[src/rtl/inst_fetch_memory_pkg.sv]
// Shared encodings for the instruction-fetch memory: FSM states and fault causes.
package inst_fetch_memory_pkg;

  typedef enum logic [1:0] {
    ST_IDLE = 2'd0,
    ST_LOAD = 2'd1,
    ST_WAIT = 2'd2,
    ST_RESP = 2'd3
  } fetch_state_e;

  typedef enum logic [1:0] {
    FAULT_NONE  = 2'd0,
    FAULT_RANGE = 2'd1,
    FAULT_ALIGN = 2'd2
  } fault_cause_e;

  // Wide enough for READ_LAT up to 4 (at most two extra WAIT cycles).
  localparam int unsigned WAIT_CNT_W = 2;

  // Range faults win over alignment faults when both apply.
  function automatic fault_cause_e fetch_cause(input logic range_bad, input logic align_bad);
    fault_cause_e cause;
    cause = FAULT_NONE;
    if (range_bad) begin
      cause = FAULT_RANGE;
    end else if (align_bad) begin
      cause = FAULT_ALIGN;
    end
    return cause;
  endfunction

endpackage

[src/rtl/inst_fetch_memory_byte_ram.sv]
// Byte-wide storage: one write port, WORD_BYTES-wide combinational big-endian read.
module byte_ram #(
  parameter int BYTE_W     = 8,
  parameter int WORD_BYTES = 4,
  parameter int DEPTH      = 256,
  parameter int ADR_W      = 32,
  parameter int IDX_W      = (DEPTH > 1) ? $clog2(DEPTH) : 1
) (
  input  logic                         clk,
  input  logic                         we,
  input  logic [IDX_W-1:0]             waddr,
  input  logic [BYTE_W-1:0]            wdata,
  input  logic [ADR_W-1:0]             raddr,
  output logic [WORD_BYTES*BYTE_W-1:0] rdata
);

  logic [BYTE_W-1:0] mem [DEPTH];

  always_ff @(posedge clk) begin
    if (we) begin
      mem[waddr] <= wdata;
    end
  end

  // Lanes past the end read as zero so an out-of-range word never indexes outside mem.
  for (genvar gi = 0; gi < WORD_BYTES; gi++) begin : g_lane
    logic [ADR_W:0] lane_adr;
    assign lane_adr = {1'b0, raddr} + (ADR_W+1)'(gi);
    assign rdata[(WORD_BYTES-1-gi)*BYTE_W +: BYTE_W] =
      (lane_adr < (ADR_W+1)'(DEPTH)) ? mem[lane_adr[IDX_W-1:0]] : '0;
  end

endmodule

[src/rtl/inst_fetch_memory.sv]
// Instruction fetch memory: byte-programmable store with a latency-configurable,
// flushable fetch port that reports range/alignment faults.
module inst_fetch_memory
  import inst_fetch_memory_pkg::*;
#(
  parameter int BYTE_W      = 8,
  parameter int WORD_BYTES  = 4,
  parameter int DEPTH       = 256,
  parameter int ADR_W       = 32,
  parameter int READ_LAT    = 1,
  parameter int ALIGN_CHECK = 1
) (
  input  logic                         clk,
  input  logic                         rst_n,
  input  logic                         load_mode,
  input  logic                         load_we,
  input  logic [ADR_W-1:0]             load_adr,
  input  logic [BYTE_W-1:0]            load_byte,
  input  logic                         req_valid,
  output logic                         req_ready,
  input  logic [ADR_W-1:0]             req_adr,
  output logic                         rsp_valid,
  input  logic                         rsp_ready,
  output logic [WORD_BYTES*BYTE_W-1:0] rsp_instr,
  output logic                         rsp_fault,
  input  logic                         flush
);

  localparam int WORD_W = WORD_BYTES * BYTE_W;
  localparam int IDX_W  = (DEPTH > 1) ? $clog2(DEPTH) : 1;
  localparam logic [WAIT_CNT_W-1:0] WAIT_INIT =
    (READ_LAT > 1) ? WAIT_CNT_W'(READ_LAT - 2) : '0;

  fetch_state_e            state_q, state_d;
  logic [WAIT_CNT_W-1:0]   wait_cnt_q, wait_cnt_d;
  logic                    rsp_valid_q, rsp_valid_d;
  logic                    rsp_fault_q, rsp_fault_d;
  logic [WORD_W-1:0]       rsp_instr_q, rsp_instr_d;
  logic                    pend_fault_q, pend_fault_d;
  logic [WORD_W-1:0]       pend_instr_q, pend_instr_d;

  logic                    ram_we;
  logic [WORD_W-1:0]       ram_rdata;
  logic [ADR_W:0]          req_end;
  logic                    range_bad;
  logic                    align_bad;
  fault_cause_e            req_cause;
  logic                    req_fault;
  logic [WORD_W-1:0]       req_word;
  logic                    accept;

  // Writes beyond the store are dropped rather than aliased.
  assign ram_we = (state_q == ST_LOAD) && load_we &&
                  ({1'b0, load_adr} < (ADR_W+1)'(DEPTH));

  byte_ram #(
    .BYTE_W     (BYTE_W),
    .WORD_BYTES (WORD_BYTES),
    .DEPTH      (DEPTH),
    .ADR_W      (ADR_W),
    .IDX_W      (IDX_W)
  ) u_byte_ram (
    .clk   (clk),
    .we    (ram_we),
    .waddr (load_adr[IDX_W-1:0]),
    .wdata (load_byte),
    .raddr (req_adr),
    .rdata (ram_rdata)
  );

  // End address is formed one bit wider so addresses near 2^ADR_W cannot wrap.
  assign req_end   = {1'b0, req_adr} + (ADR_W+1)'(WORD_BYTES);
  assign range_bad = req_end > (ADR_W+1)'(DEPTH);
  assign align_bad = (ALIGN_CHECK != 0) && ((req_adr % ADR_W'(WORD_BYTES)) != '0);
  assign req_cause = fetch_cause(range_bad, align_bad);
  assign req_fault = (req_cause != FAULT_NONE);
  assign req_word  = req_fault ? '0 : ram_rdata;

  assign req_ready = (state_q == ST_IDLE) && !load_mode && !flush;
  assign accept    = req_valid && req_ready;

  always_comb begin
    state_d      = state_q;
    wait_cnt_d   = wait_cnt_q;
    rsp_valid_d  = rsp_valid_q;
    rsp_fault_d  = rsp_fault_q;
    rsp_instr_d  = rsp_instr_q;
    pend_fault_d = pend_fault_q;
    pend_instr_d = pend_instr_q;

    case (state_q)
      ST_IDLE: begin
        if (load_mode) begin
          state_d = ST_LOAD;
        end else if (accept) begin
          // The word is snapshotted here so later stores cannot alter it.
          pend_fault_d = req_fault;
          pend_instr_d = req_word;
          if (READ_LAT <= 1) begin
            state_d     = ST_RESP;
            rsp_valid_d = 1'b1;
            rsp_fault_d = req_fault;
            rsp_instr_d = req_word;
          end else begin
            state_d    = ST_WAIT;
            wait_cnt_d = WAIT_INIT;
          end
        end
      end

      ST_LOAD: begin
        if (!load_mode) begin
          state_d = ST_IDLE;
        end
      end

      ST_WAIT: begin
        if (flush) begin
          state_d    = ST_IDLE;
          wait_cnt_d = '0;
        end else if (wait_cnt_q == '0) begin
          state_d     = ST_RESP;
          rsp_valid_d = 1'b1;
          rsp_fault_d = pend_fault_q;
          rsp_instr_d = pend_instr_q;
        end else begin
          wait_cnt_d = wait_cnt_q - 1'b1;
        end
      end

      ST_RESP: begin
        if (flush || rsp_ready) begin
          state_d     = ST_IDLE;
          rsp_valid_d = 1'b0;
          rsp_fault_d = 1'b0;
          rsp_instr_d = '0;
        end
      end

      default: begin
        state_d = ST_IDLE;
      end
    endcase
  end

  always_ff @(posedge clk or negedge rst_n) begin
    if (!rst_n) begin
      state_q      <= ST_IDLE;
      wait_cnt_q   <= '0;
      rsp_valid_q  <= 1'b0;
      rsp_fault_q  <= 1'b0;
      rsp_instr_q  <= '0;
      pend_fault_q <= 1'b0;
      pend_instr_q <= '0;
    end else begin
      state_q      <= state_d;
      wait_cnt_q   <= wait_cnt_d;
      rsp_valid_q  <= rsp_valid_d;
      rsp_fault_q  <= rsp_fault_d;
      rsp_instr_q  <= rsp_instr_d;
      pend_fault_q <= pend_fault_d;
      pend_instr_q <= pend_instr_d;
    end
  end

  assign rsp_valid = rsp_valid_q;
  assign rsp_fault = rsp_fault_q;
  assign rsp_instr = rsp_instr_q;

endmodule

[config.mk]
export PLATFORM = sky130hd
export DESIGN_NAME = inst_fetch_memory
export DESIGN_NICKNAME = d
export VERILOG_FILES = /design/src/rtl/inst_fetch_memory_pkg.sv /design/src/rtl/inst_fetch_memory_byte_ram.sv /design/src/rtl/inst_fetch_memory.sv
export SDC_FILE = /design/constraint.sdc
export NUM_CORES = 2
export LEC_CHECK = 0
export CORE_ASPECT_RATIO = 1.1
export CORE_MARGIN = 4
export CORE_UTILIZATION = 23
export CTS_BUF_LIST = sky130_fd_sc_hd__clkbuf_4 sky130_fd_sc_hd__clkbuf_8 sky130_fd_sc_hd__clkbuf_16
export DETAILED_ROUTE_END_ITERATION = 16
export PLACE_DENSITY = 0.35
export SETUP_SLACK_MARGIN = 0.02
export SLEW_MARGIN = 5
export SYNTH_ARGS = -nofsm -noshare
export SYNTH_HDL_FRONTEND = slang
export SYNTH_SLANG_ARGS = --single-unit
[constraint.sdc]
create_clock -name clk -period 7.6 [get_ports clk]
set_input_delay 1.52 -clock clk [delete_from_list [all_inputs] [get_ports clk]]
set_output_delay 1.52 -clock clk [all_outputs]
set_load 0.1 [all_outputs]
==> results_dict.tcl <==
set metrics [dict create \
    die_w_microns 739 \
    drive_above_1_share_pct 38.9 \
    worst_slew_pin_slew_ps 1500 \
    rows 295 \
    critPathLaunchType "input pin" \
    finalSetupViolations 0 \
    drtIter0Drc 14100 \
    critPathMostFrequentCell "mux4_2" \
    synthSimpleGateAreaFrac_pct 6.13 \
    cts_buffers 268 \
    clk_pin_slew_ps 60 \
    yosys.area.top_type "edfxtp_1" \
    rsz0062_at_grt "false" \
    synth_nets 8480 \
    grt_overflow_total 0 \
    drv_slew 1 \
    synth_xor_area_share_pct 0.181 \
    hold_viol_final 0 \
    cp_num_buf_inv 4 \
    die_height_microns 812 \
    place.gp.congestion 0.927 \
    cts_root_buffer "clkbuf_16" \
    vdd_ir_drop_max_mv 0.171 \
    grt_pass1_vias 95100 \
    fin_nets 8644 \
    vias_per_cell 5.92 \
    post_cts_resized 0 \
    grtUsageTotal_pct 22.5 \
    fin_skew_ps 74.1 \
    leakage_nw 48.4 \
    max_freq_mhz 153 \
    firstDrtPassIters 6 \
    fin_crit_ps 6540 \
    synth_flop_cell "edfxtp_1" \
    hold_buffers 0 \
    insertion_delay_ps 970 \
    crit_path_cell_trace "buf_8 > clkinv_1 > ha_4 > buf_12 > mux4_2 > mux4_2 > a22oi_1 > o41ai_2 > a2111oi_1 > buf_4 > a211o_1 > o21ai_0" \
    register_area_sq_um 63300 \
    critPathCaptureType "register" \
    syn_inst 8391 \
    finalPower_mw 32.6 \
    hold_class "register to register" \
    clk_path_buf_depth 4 \
    worst_path_max_delay_cell "ha_4" \
    syn_avg_cell_area_sq_um 16.1 \
    critical_path.top_delay_family "compound AO/OA/AOI/OAI gates" \
    synth_seq_area_share_pct 46.8 \
    cts_max_level 5 \
    muxShareOfSynthArea_pct 38.2 \
    top_level_ports 114 \
    hpwl_mm 487 \
    synthAdderAreaFrac_pct 0.0926 \
    p_sw_mw 9.86 \
    synth_area_leaders "edfxtp_1 46%, mux4_2 36%, mux2i_1 2.2%" \
    core-area_sq_um 586000 \
    tns_ps 0 \
    syn_to_final_growth_pct 16.4 \
    switching_share_pct 30.3 \
    status "finished with violations" \
    multi_input_area_sq_um 68200 \
    die-area_sq_um 600000 \
    grt_first_pass_wirelength_mm 924 \
    synth.distinct_cells 89 \
    synth_top_family_by_area "multiplexers" \
    violations "capacitance limit, slew limit" \
    cp_slowest_stage_delay_ps 910 \
    cts_tree "built" \
    antenna_left 0 \
    start_util_pct 23.1 \
    yosysWarnings 0 \
    postCtsSetupBuffers 0 \
    synth_edf_count 2048 \
    crit_type "input pin to register" \
    antenna_found_initial 54 \
    post-synth-top-count-cell "mux4_2" \
    synth_seq_cells 2119 \
    critPathArrivalTime_ps 7370 \
    p_clk_share_pct 40.4 \
    maxCapViolations 1 \
    drcViolationCount 0 \
    drt-total-wl_mm 695 \
    seq_power_share_pct 39.4 \
    power.density_nw_per_um2 207 \
    internal_power_mw 22.7 \
    cts_sinks 2119 \
    async_flop_share_pct 3.35 \
    grt_max_degree 160 \
    synth-compound-area-share_pct 5.39 \
    num_vias 97700 \
    io_buffers 113 \
    wire_per_inst_microns 42.1 \
    min_period_over_period_pct 86.1 \
    synth_top_area_share_pct 45.5 \
    combPwrFrac_pct 20.2 \
    cp.required_ps 8430 \
    syn_area_sq_um 135000 \
    slew_headroom_pct -0.271 \
    fillers 58900 \
    yosys-top-cells-count "2,152 x mux4_2, 2,048 x edfxtp_1, 677 x nand2_1" \
    cp_max_fo 58 \
]
## layout by cell type, fill, tap and decap left out, drive strengths merged, types with 23 or more instances in the layout
cell type      instances
a2111oi               26
a21oi                156
a31oi                105
a32oi                 57
buf                  660
clkbuf               328
clkdlybuf4s50         97
clkinv               104
dfrtp                 71
diode                 26
edfxtp              2048
inv                   66
mux2i                301
mux4                2152
nand2                677
nand3                269
nand4                 91
nor2                 365
nor2b                 64
nor3                 112
nor4                  59
o21ai                239
o221ai                31
o22a                  57
o22ai                114
o31ai                 25
or3                   24
or4                   23
## stage by stage
step	utilization, %	instance area [sq um]	setup slack (ps)	hold WS, ps	cells
after floorplan	-	135000	2250	449	8391
after global placement	25.3	148000	134	461	16000
after detailed placement	25.3	148000	226	465	16000
after CTS	26.8	157000	1300	479	16500
after global routing	26.8	157000	1130	500	16500
final	26.8	157000	1060	474	16500
## area by class of cell
class,instances,area share [%]
Tap cell,7722,6.14
Sequential cell,2119,40.2
Timing Repair Buffer,762,4.56
Clock buffer,323,4.60
Multi-Input combinational cell,5351,43.3
Clock inverter,152,0.959
Inverter,53,0.136
Antenna cell,26,0.0414
## registers in the layout, indices dropped and copies added (netlist names)
name,cells
u_byte_ram.mem,2048
pend_instr_q,32
rsp_instr,32
state_q,2
wait_cnt_q,2
pend_fault_q,1
rsp_fault,1
rsp_valid,1
## final timing paths
check | slack (ps) | from | cells after the start | endpoint
worst max-delay path | 1060 | req_adr[1] | 12 | rsp_instr[0]$_DFFE_PN0P_
worst min-delay path | 470 | pend_instr_q[19]$_DFFE_PN0P_ | 2 | pend_instr_q[19]$_DFFE_PN0P_
worst max register to register | 2910 | state_q[1]$_DFFE_PN0P_ | 9 | u_byte_ram.mem[15][0]$_DFFE_PP_
worst min register to register | 470 | pend_instr_q[19]$_DFFE_PN0P_ | 2 | pend_instr_q[19]$_DFFE_PN0P_
max in group asynchronous | 6260 | rst_n | 1 | rsp_instr[3]$_DFFE_PN0P_
min in group asynchronous | 710 | rst_n | 1 | rsp_instr[20]$_DFFE_PN0P_
## cell families after synthesis
kind of cell             after synthesis
multiplexers                        2471
AO/OA/AOI/OAI                       1060
XOR/XNOR                              27
adder cells (fa/ha/maj)               10
buffers and inverters                921
AND/OR/NAND/NOR                     1783
flip-flops                          2119
## routing by layer
metal  track usage [%]  wire (microns)  up-vias
met5                 0             188        -
met4              10.3           38000       30
met3              4.90           60900     1105
met2              35.2          318000     6349
met1              29.7          278000    53500
li1                  -               -    36700
## worst reg2reg max path, stage by stage, from the launching register on
cell     delay [ps]
dfrtp_1         400
inv_1           100
ha_1            190
nand4_1          90
nor4_1          180
and4_1          720
nor3b_1        1050
nand2_1         910
nor2_1          430
buf_4           290
## power by group through the flow
| stage | Combinational [mW] | Clock (mW) | Sequential [mW] |
|---|---|---|---|
| floorplan | 3.42 | 0 | 13.1 |
| global placement | 6.53 | 0 | 13.1 |
| detailed placement | 6.52 | 0 | 13.1 |
| CTS | 6.55 | 13.5 | 12.8 |
| global route | 6.74 | 14.0 | 12.8 |
| finish | 6.57 | 13.2 | 12.8 |
Note: power is estimated with default switching activity, not from simulation.
